--- src/rtl/spwm_ref_sched_if.sv ---
// rtl/spwm_ref_sched_if.sv - shared multiplier operand/product bus
//
// Purpose: carries the two registered operands out to the shared Q4.28
// multiplier and its combinational product back.
// Signals:
//   mul_a  W  operand A (driven by the scheduler)
//   mul_b  W  operand B (driven by the scheduler)
//   mul_p  W  product of mul_a x mul_b (driven by the multiplier)
// Modports: master = scheduler side, slave = multiplier side.

interface spwm_ref_sched_if #(
    parameter int W = 32
);
    logic [W-1:0] mul_a;
    logic [W-1:0] mul_b;
    logic [W-1:0] mul_p;

    modport master (output mul_a, output mul_b, input mul_p);
    modport slave  (input mul_a, input mul_b, output mul_p);
endinterface

--- src/rtl/spwm_ref_sched.sv ---
// rtl/spwm_ref_sched.sv - three-phase SPWM reference scheduler
//
// Purpose: time-shares one Q4.28 multiplier across x/y/z, scales each by a
// slew-limited modulation index and commits the scaled set atomically.
// Ports:
//   clk, res          clock, asynchronous active-high reset
//   en, valley        modulator enable (level), carrier-valley pulse
//   x, y, z           signed phase references (Q4.28)
//   m_target, m_load  requested modulation index and its load strobe
//   mul               shared multiplier bus (master side)
//   xm, ym, zm        committed scaled references
//   ref_valid         one-cycle commit pulse
//   gate_en           bridge switch-enable qualifier
//   busy, overrun     sequence in progress, sticky valley-while-busy flag
//   m_active          modulation index currently in use

module spwm_ref_sched #(
    parameter int           W      = 32,
    parameter logic [W-1:0] M_INIT = 32'h0000_0000,
    parameter logic [W-1:0] M_MAX  = 32'h1000_0000,
    parameter logic [W-1:0] M_STEP = 32'h0010_0000
) (
    input  logic                 clk,
    input  logic                 res,
    input  logic                 en,
    input  logic                 valley,
    input  logic [W-1:0]         x,
    input  logic [W-1:0]         y,
    input  logic [W-1:0]         z,
    input  logic [W-1:0]         m_target,
    input  logic                 m_load,
    spwm_ref_sched_if.master     mul,
    output logic [W-1:0]         xm,
    output logic [W-1:0]         ym,
    output logic [W-1:0]         zm,
    output logic                 ref_valid,
    output logic                 gate_en,
    output logic                 busy,
    output logic                 overrun,
    output logic [W-1:0]         m_active
);
    typedef enum logic [2:0] {IDLE, MA, MB, MC, COMMIT} state_t;

    localparam logic signed [W-1:0] STEP_S = M_STEP;

    state_t              state;
    state_t              state_nx;
    logic [W-1:0]        target;
    logic [W-1:0]        y_sh;
    logic [W-1:0]        z_sh;
    logic [W-1:0]        p_x;
    logic [W-1:0]        p_y;
    logic [W-1:0]        p_z;
    logic [W-1:0]        m_next;
    logic signed [W-1:0] diff;
    logic                en_d;

    assign busy = (state != IDLE);

    // Both operands live in [0, M_MAX], so the difference cannot overflow.
    assign diff = $signed(target) - $signed(m_active);

    always_comb begin
        m_next = target;
        if (diff > STEP_S) begin
            m_next = m_active + M_STEP;
        end else if (diff < -STEP_S) begin
            m_next = m_active - M_STEP;
        end
    end

    always_comb begin
        state_nx = state;
        if (!en) begin
            state_nx = IDLE;
        end else begin
            case (state)
                IDLE:    if (valley) state_nx = MA;
                MA:      state_nx = MB;
                MB:      state_nx = MC;
                MC:      state_nx = COMMIT;
                COMMIT:  state_nx = IDLE;
                default: state_nx = IDLE;
            endcase
        end
    end

    always_ff @(posedge clk or posedge res) begin
        if (res) begin
            state <= IDLE;
        end else begin
            state <= state_nx;
        end
    end

    // Target is written from any state; an accepted valley in the same
    // cycle still steps toward the old value since it reads target here.
    always_ff @(posedge clk or posedge res) begin
        if (res) begin
            target <= M_INIT;
        end else if (m_load) begin
            if (m_target[W-1]) begin
                target <= '0;
            end else if (m_target > M_MAX) begin
                target <= M_MAX;
            end else begin
                target <= m_target;
            end
        end
    end

    always_ff @(posedge clk or posedge res) begin
        if (res) begin
            xm        <= '0;
            ym        <= '0;
            zm        <= '0;
            p_x       <= '0;
            p_y       <= '0;
            p_z       <= '0;
            y_sh      <= '0;
            z_sh      <= '0;
            mul.mul_a <= '0;
            mul.mul_b <= '0;
            ref_valid <= 1'b0;
            gate_en   <= 1'b0;
            overrun   <= 1'b0;
            en_d      <= 1'b0;
            m_active  <= M_INIT;
        end else begin
            ref_valid <= 1'b0;
            en_d      <= en;
            if (en && !en_d) begin
                overrun <= 1'b0;
            end else if (valley && busy) begin
                overrun <= 1'b1;
            end
            if (!en) begin
                // Drop the sequence; committed references stay untouched.
                gate_en <= 1'b0;
            end else begin
                case (state)
                    IDLE: begin
                        if (valley) begin
                            // x goes straight to the multiplier; only y/z
                            // need holding for the later slots.
                            y_sh      <= y;
                            z_sh      <= z;
                            m_active  <= m_next;
                            mul.mul_a <= x;
                            mul.mul_b <= m_next;
                        end
                    end
                    MA: begin
                        p_x       <= mul.mul_p;
                        mul.mul_a <= y_sh;
                        mul.mul_b <= m_active;
                    end
                    MB: begin
                        p_y       <= mul.mul_p;
                        mul.mul_a <= z_sh;
                    end
                    MC: begin
                        p_z <= mul.mul_p;
                    end
                    COMMIT: begin
                        xm        <= p_x;
                        ym        <= p_y;
                        zm        <= p_z;
                        ref_valid <= 1'b1;
                        gate_en   <= 1'b1;
                    end
                    default: ;
                endcase
            end
        end
    end
endmodule

--- src/flat_wrapper.sv ---
// flat-port wrapper written by rule: the top's interface ports become plain ports
module spwm_ref_sched_flat 
#(
    parameter int           W      = 32,
    parameter logic [W-1:0] M_INIT = 32'h0000_0000,
    parameter logic [W-1:0] M_MAX  = 32'h1000_0000,
    parameter logic [W-1:0] M_STEP = 32'h0010_0000
)
  (clk, res, en, valley, x, y, z, m_target, m_load, xm, ym, zm, ref_valid, gate_en, busy, overrun, m_active, mul_mul_a, mul_mul_b, mul_mul_p);
  spwm_ref_sched_if #(.W(W)) mul_i ();
  input  logic clk;
  input  logic res;
  input  logic en;
  input  logic valley;
  input  logic [W-1:0] x;
  input  logic [W-1:0] y;
  input  logic [W-1:0] z;
  input  logic [W-1:0] m_target;
  input  logic m_load;
  output logic [W-1:0] xm;
  output logic [W-1:0] ym;
  output logic [W-1:0] zm;
  output logic ref_valid;
  output logic gate_en;
  output logic busy;
  output logic overrun;
  output logic [W-1:0] m_active;
  output wire logic [$bits(mul_i.mul_a)-1:0] mul_mul_a;
  output wire logic [$bits(mul_i.mul_b)-1:0] mul_mul_b;
  input wire logic [$bits(mul_i.mul_p)-1:0] mul_mul_p;
  assign mul_mul_a = mul_i.mul_a;
  assign mul_mul_b = mul_i.mul_b;
  assign mul_i.mul_p = mul_mul_p;
  spwm_ref_sched #(.W(W), .M_INIT(M_INIT), .M_MAX(M_MAX), .M_STEP(M_STEP)) u_core (.clk(clk), .res(res), .en(en), .valley(valley), .x(x), .y(y), .z(z), .m_target(m_target), .m_load(m_load), .mul(mul_i), .xm(xm), .ym(ym), .zm(zm), .ref_valid(ref_valid), .gate_en(gate_en), .busy(busy), .overrun(overrun), .m_active(m_active));
endmodule
--- config.mk ---
export PLATFORM = sky130hd
export DESIGN_NAME = spwm_ref_sched_flat
export DESIGN_NICKNAME = d
export VERILOG_FILES = /design/src/rtl/spwm_ref_sched_if.sv /design/src/rtl/spwm_ref_sched.sv /design/src/flat_wrapper.sv
export SDC_FILE = /design/constraint.sdc
export NUM_CORES = 1
export LEC_CHECK = 0
export ABC_AREA = 1
export CAP_MARGIN = 20
export CORE_MARGIN = 1.5
export CORE_UTILIZATION = 52
export CTS_CLUSTER_SIZE = 8
export DETAILED_ROUTE_END_ITERATION = 12
export DONT_BUFFER_PORTS = 1
export PLACE_DENSITY = 0.66
export SYNTH_ARGS = -nofsm -noshare
export SYNTH_HDL_FRONTEND = slang
export SYNTH_SLANG_ARGS = --single-unit
export TNS_END_PERCENT = 5
--- constraint.sdc ---
create_clock -name clk -period 21.6 [get_ports clk]
set_clock_uncertainty 0.2 [all_clocks]
set_input_delay 3.24 -clock clk [delete_from_list [all_inputs] [get_ports clk]]
set_output_delay 3.24 -clock clk [all_outputs]
set_load 0.005 [all_outputs]
Word-level counts from Yosys, hierarchy flattened

Cells that the tools add are included.
W data, S select, Z words.

Bits in read-only memories: 0
Word-level logic and storage cells: 62
Memory bits (writable): 0
Memories: 0
Output and inout port bits: 196
Latch bits: 0
Bits in registers: 391

$mul: 0
Shift operators: 0
Eq/ne operators: 7
Bitwise operators: 0
Magnitude comparators: 3
Reductions and logical operators: 15
Multiplexer cells: 17
Div/mod/pow operators: 0
Add/sub/neg operators: 3

Operator list:

| operator                 | count |
|---|---|
| $mux W32                 | 5 |
| $pmux W32 S3             | 1 |
| $pmux W32 S2             | 1 |
| $add A32 B21 Y32 const B | 1 |
| $gt A32 B22 Y1 const B   | 1 |
| $gt A32 B29 Y1 const B   | 1 |
| $lt A32 B21 Y1 const B   | 1 |
| $sub A32 B21 Y32 const B | 1 |
| $sub A32 B32 Y32         | 1 |
| $mux W31                 | 1 |
| $pmux W3 S4              | 1 |
| $reduce_and A3 Y1        | 3 |
| $reduce_and A2 Y1        | 4 |
| $eq A3 B2 Y1 const B     | 2 |
| $mux W1                  | 6 |
| $mux W3                  | 2 |
| $reduce_bool A3 Y1       | 2 |
| $reduce_bool A2 Y1       | 2 |
| $eq A3 B1 Y1 const B     | 1 |
| $eq A3 B3 Y1 const B     | 1 |
| $logic_not A3 Y1         | 1 |
| $ne A3 B3 Y1 const B     | 1 |
| $logic_and A1 B1 Y1      | 2 |
| $ne A2 B1 Y1 const B     | 1 |
| other kinds (2)          | 2 |

Depth between registers and ports, before layout

Depth in word-level cells: 6
Depth in mapped cells: 24
Gate-level depth less buffers: 23

Least setup slack after synthesis

No wires, ideal clock.

Path type: input to register
Start: input port m_target[24]
End: register u_core.target[0]
Data arrival time: 4.729 ns
Cell stages on the path: 6
Setup slack: 16.589 ns
Setup time: 0.083 ns
Path through: nor4_1 > nand4_1 > o31ai_1 > clkbuf_1 > nand3_1 > o21ai_0

Word-level cells in the longest chain between the ends: 3

Ends and longest elaborated chain:

| item                   | RTL line              | source |
|---|---|---|
| start: declaration     | flat_wrapper.sv:18    | `input logic [W-1:0] m_target;` |
| $gt A32 B29 Y1         | spwm_ref_sched.sv:104 | `end else if (m_target > M_MAX) begin` |
| $mux W31               | spwm_ref_sched.sv:104 |  |
| $mux W32               | spwm_ref_sched.sv:102 | `if (m_target[W-1]) begin` |
| end signal: assignment | spwm_ref_sched.sv:107 | `target <= m_target;` |
| end: declaration       | spwm_ref_sched.sv:48  | `logic [W-1:0] target;` |

Every way passes these cells.
A chain may end at the register's enable or synchronous reset.

Worst setup path in the final report

Start: input port m_target[24]
End: register u_core.target[13]

Same word-level chain as after synthesis.

==> impl_metrics.py <==
metrics = {
    "detailed_routing": {
        "drtPass1Iterations": 5,
        "wirelength_um": 53500,
        "ant_nets": 0,
        "via_count": 16008,
        "via_per_inst": 5.41,
        "wl_per_cell_um": 18.1,
        "drt-initial-drc-count": 1073,
        "drc": 0,
    },
    "final_layout": {
        "insertedDiodeCount": 0,
        "drive_gt1_frac": 0.0590,
        "filler_cell_count": 3415,
        "area_delta_synth_final_pct": 9.17,
        "nNetsFinal": 2689,
    },
    "timing": {
        "tns_ps": 0,
        "setup_viol": 0,
        "tightest_slew_ps": 1050,
        "fmax_mhz": 183,
        "rsz0062_at_grt": "no",
        "fin_crit_sh": 0.253,
        "finalMaxSlewViolations": 0,
        "min_period_ps": 5470,
        "hold_viol": 0,
        "worst_slack_ps": 16130,
        "relSlewSlack": 0.297,
    },
    "clocking": {
        "cts_tree": "done",
        "cts_buffers": 54,
        "clk_pin_slew_ps": 50,
        "cts_buffer_depth": 3,
        "root_buffer": "clkbuf_16",
        "clock_sinks": 390,
        "cts_setup_buffers": 0,
        "ctsHoldBuffers": 0,
        "ctsResizeCount": 0,
        "cts-htree-levels": 2,
        "worstSkewPairLatency_ps": 590,
    },
    "floorplanning": {
        "die_w_um": 196,
        "core-area_um2": 36700,
        "dieArea_um2": 38500,
        "die-height_um": 196,
        "ios": 361,
        "start_util": 0.529,
        "row_count": 70,
    },
    "critical_path": {
        "critPathKind": "in -> reg",
        "end_kind": "flop",
        "cp_max_fo": 28,
        "arrival_ps": 5760,
        "cp.required_ps": 21890,
        "critPathLaunchType": "input pin",
    },
    "grt": {
        "grt_pass1_wl_um": 84900,
        "grt_pass1_vias": 15813,
        "grt_max_degree": 106,
        "antenna_found_initial": 0,
        "grt.overflow.total": 0,
        "track_usage": 0.280,
    },
    "synthesis": {
        "ys_seq_area_frac": 0.503,
        "async_flop_share": 1.00,
        "ys_warn_count": 0,
        "syn_area_um2": 19400,
        "synthTopCellsByArea": "dfrtp_1, nand2_1, inv_1",
        "ys_seq_elements": 390,
        "synth_ff_type": "dfrtp_1",
        "syn_area_per_cell_um2": 7.69,
        "synth_cells": 2526,
        "netlist-cell-type-count": 42,
        "syn_nets": 2725,
        "synth-edff-count": 0,
        "post-synth-top-area-cell": "dfrtp_1",
        "synth_top_area_frac": 0.503,
    },
    "run_status": {
        "outcome": "complete, no violations",
    },
    "place": {
        "portBuffers": 0,
        "dp_slack_ps": 15450,
        "gp_congestion": 0.962,
        "hpwlAfterDp_um": 36700,
    },
    "power_and_ir_drop": {
        "powerDensity_nw_per_um2": 137,
        "cellLeakagePower_uw": 0.0114,
        "peakVddDrop_uv": 82.7,
    },
    "min_path": {
        "hold_class": "reg -> reg",
    },
    "flow_run": {
        "drv_cap": 0,
    },
}
==> layout make-up <==
| class | count | area [µm²] | area share |
|---|---|---|---|
| inverter | 325 | 1230 | 0.0580 |
| clock inverter | 1 | 30.0 | 0.00142 |
| sequential | 390 | 9760 | 0.460 |
| multi-input combinational | 1700 | 8000 | 0.377 |
| timing repair buffer | 19 | 175 | 0.00826 |
| tap | 468 | 586 | 0.0276 |
| clock buffer | 57 | 1420 | 0.0668 |
==> stage by stage <==
stage	cells	total power [µW]	hold slack [ps]	instance area (µm²)	utilization
3_3_place_gp	2900	2130	257	19700	0.537
4_1_cts	2959	2920	265	21200	0.577
2_1_floorplan	2526	1880	249	19400	-
3_5_place_dp	2901	2150	257	19700	0.537
5_1_grt	2960	3120	280	21200	0.578
6_report	2960	2900	263	21200	0.578
==> synth_stat cells, types with 5 or more instances <==
master    number
nor2_2         6
clkbuf_1      84
buf_2         12
ha_1          33
nor4_1         8
nand2_1      985
nand4_1       12
buf_1          6
nand2_2        7
o21ai_0      204
inv_1        311
o221ai_1      32
nand3_1      171
clkinv_1       5
dfrtp_1      390
xor2_1        16
buf_6          6
inv_2          8
nor2_1        78
nor3_1         9
o21ai_1       31
mux2_2        31
a21oi_1       53
==> cell usage in the layout (no fill, tap or decap), types with 2 or more instances in the layout <==
master | synthesis | final
nor2_2 | 6 | 6
clkbuf_16 | 0 | 56
nand3b_1 | 2 | 2
a21oi_1 | 53 | 53
clkinv_1 | 5 | 4
nand2_2 | 7 | 7
nor3_1 | 9 | 7
o31ai_1 | 3 | 2
nand2_1 | 985 | 985
o21bai_1 | 2 | 2
nor3_2 | 2 | 4
mux2_2 | 31 | 31
xor2_1 | 16 | 16
nand3_2 | 1 | 3
nor2_4 | 0 | 2
o21ai_0 | 204 | 204
dfrtp_1 | 390 | 390
nand3_1 | 171 | 169
nor4_1 | 8 | 8
o21ai_1 | 31 | 31
buf_4 | 3 | 17
nor2_1 | 78 | 76
inv_2 | 8 | 10
inv_1 | 311 | 309
o221ai_1 | 32 | 32
nand4_1 | 12 | 12
ha_1 | 33 | 33
o211ai_1 | 2 | 2
and2_1 | 2 | 2
==> metal layers <==
layer | up-vias | part of all wire | track usage | wire, µm
met3 | 80 | 0.082 | 0.0784 | 4390
met2 | 520 | 0.47 | 0.455 | 25100
li1 | 7835 | - | - | -
met5 | - | 0 | 0 | 0
met4 | 0 | 0.027 | 0.0934 | 1420
met1 | 7573 | 0.42 | 0.361 | 22600
==> cell families after synthesis <==
logic type      Yosys count  synth area share
buf+inv                 436            0.0881
xor+xnor                 17           0.00767
mux                      32            0.0186
simple gates           1286             0.267
compound gates          331            0.0932
fa+ha+maj                34            0.0223
flops                   390             0.503
==> where the power goes <==
part | switching, µW | internal, µW
Clock | 294 | 454
Sequential | 162 | 916
Combinational | 729 | 346
==> path summary, 6_finish.rpt <==
path	from	endpoint	cells after the start	slack (ps)
max in group asynchronous	res	u_core.p_x[4]	2	17280
setup / recovery	m_target[24]	u_core.target[13]	5	16130
hold / removal	u_core.p_z[24]	u_core.zm[24]	2	260
min in group asynchronous	res	u_core.ym[20]	1	2410
hold reg to reg	u_core.p_z[24]	u_core.zm[24]	2	260
setup reg to reg	u_core.m_active[20]	u_core.m_active[0]	21	16640
==> critical path, cell delays in order <==
cell and delay [ps]:
nor4_1 730, nand4_1 440, o31ai_4 990, nand3_1 190, o21ai_0 160
(Power assumes the default switching activity.)
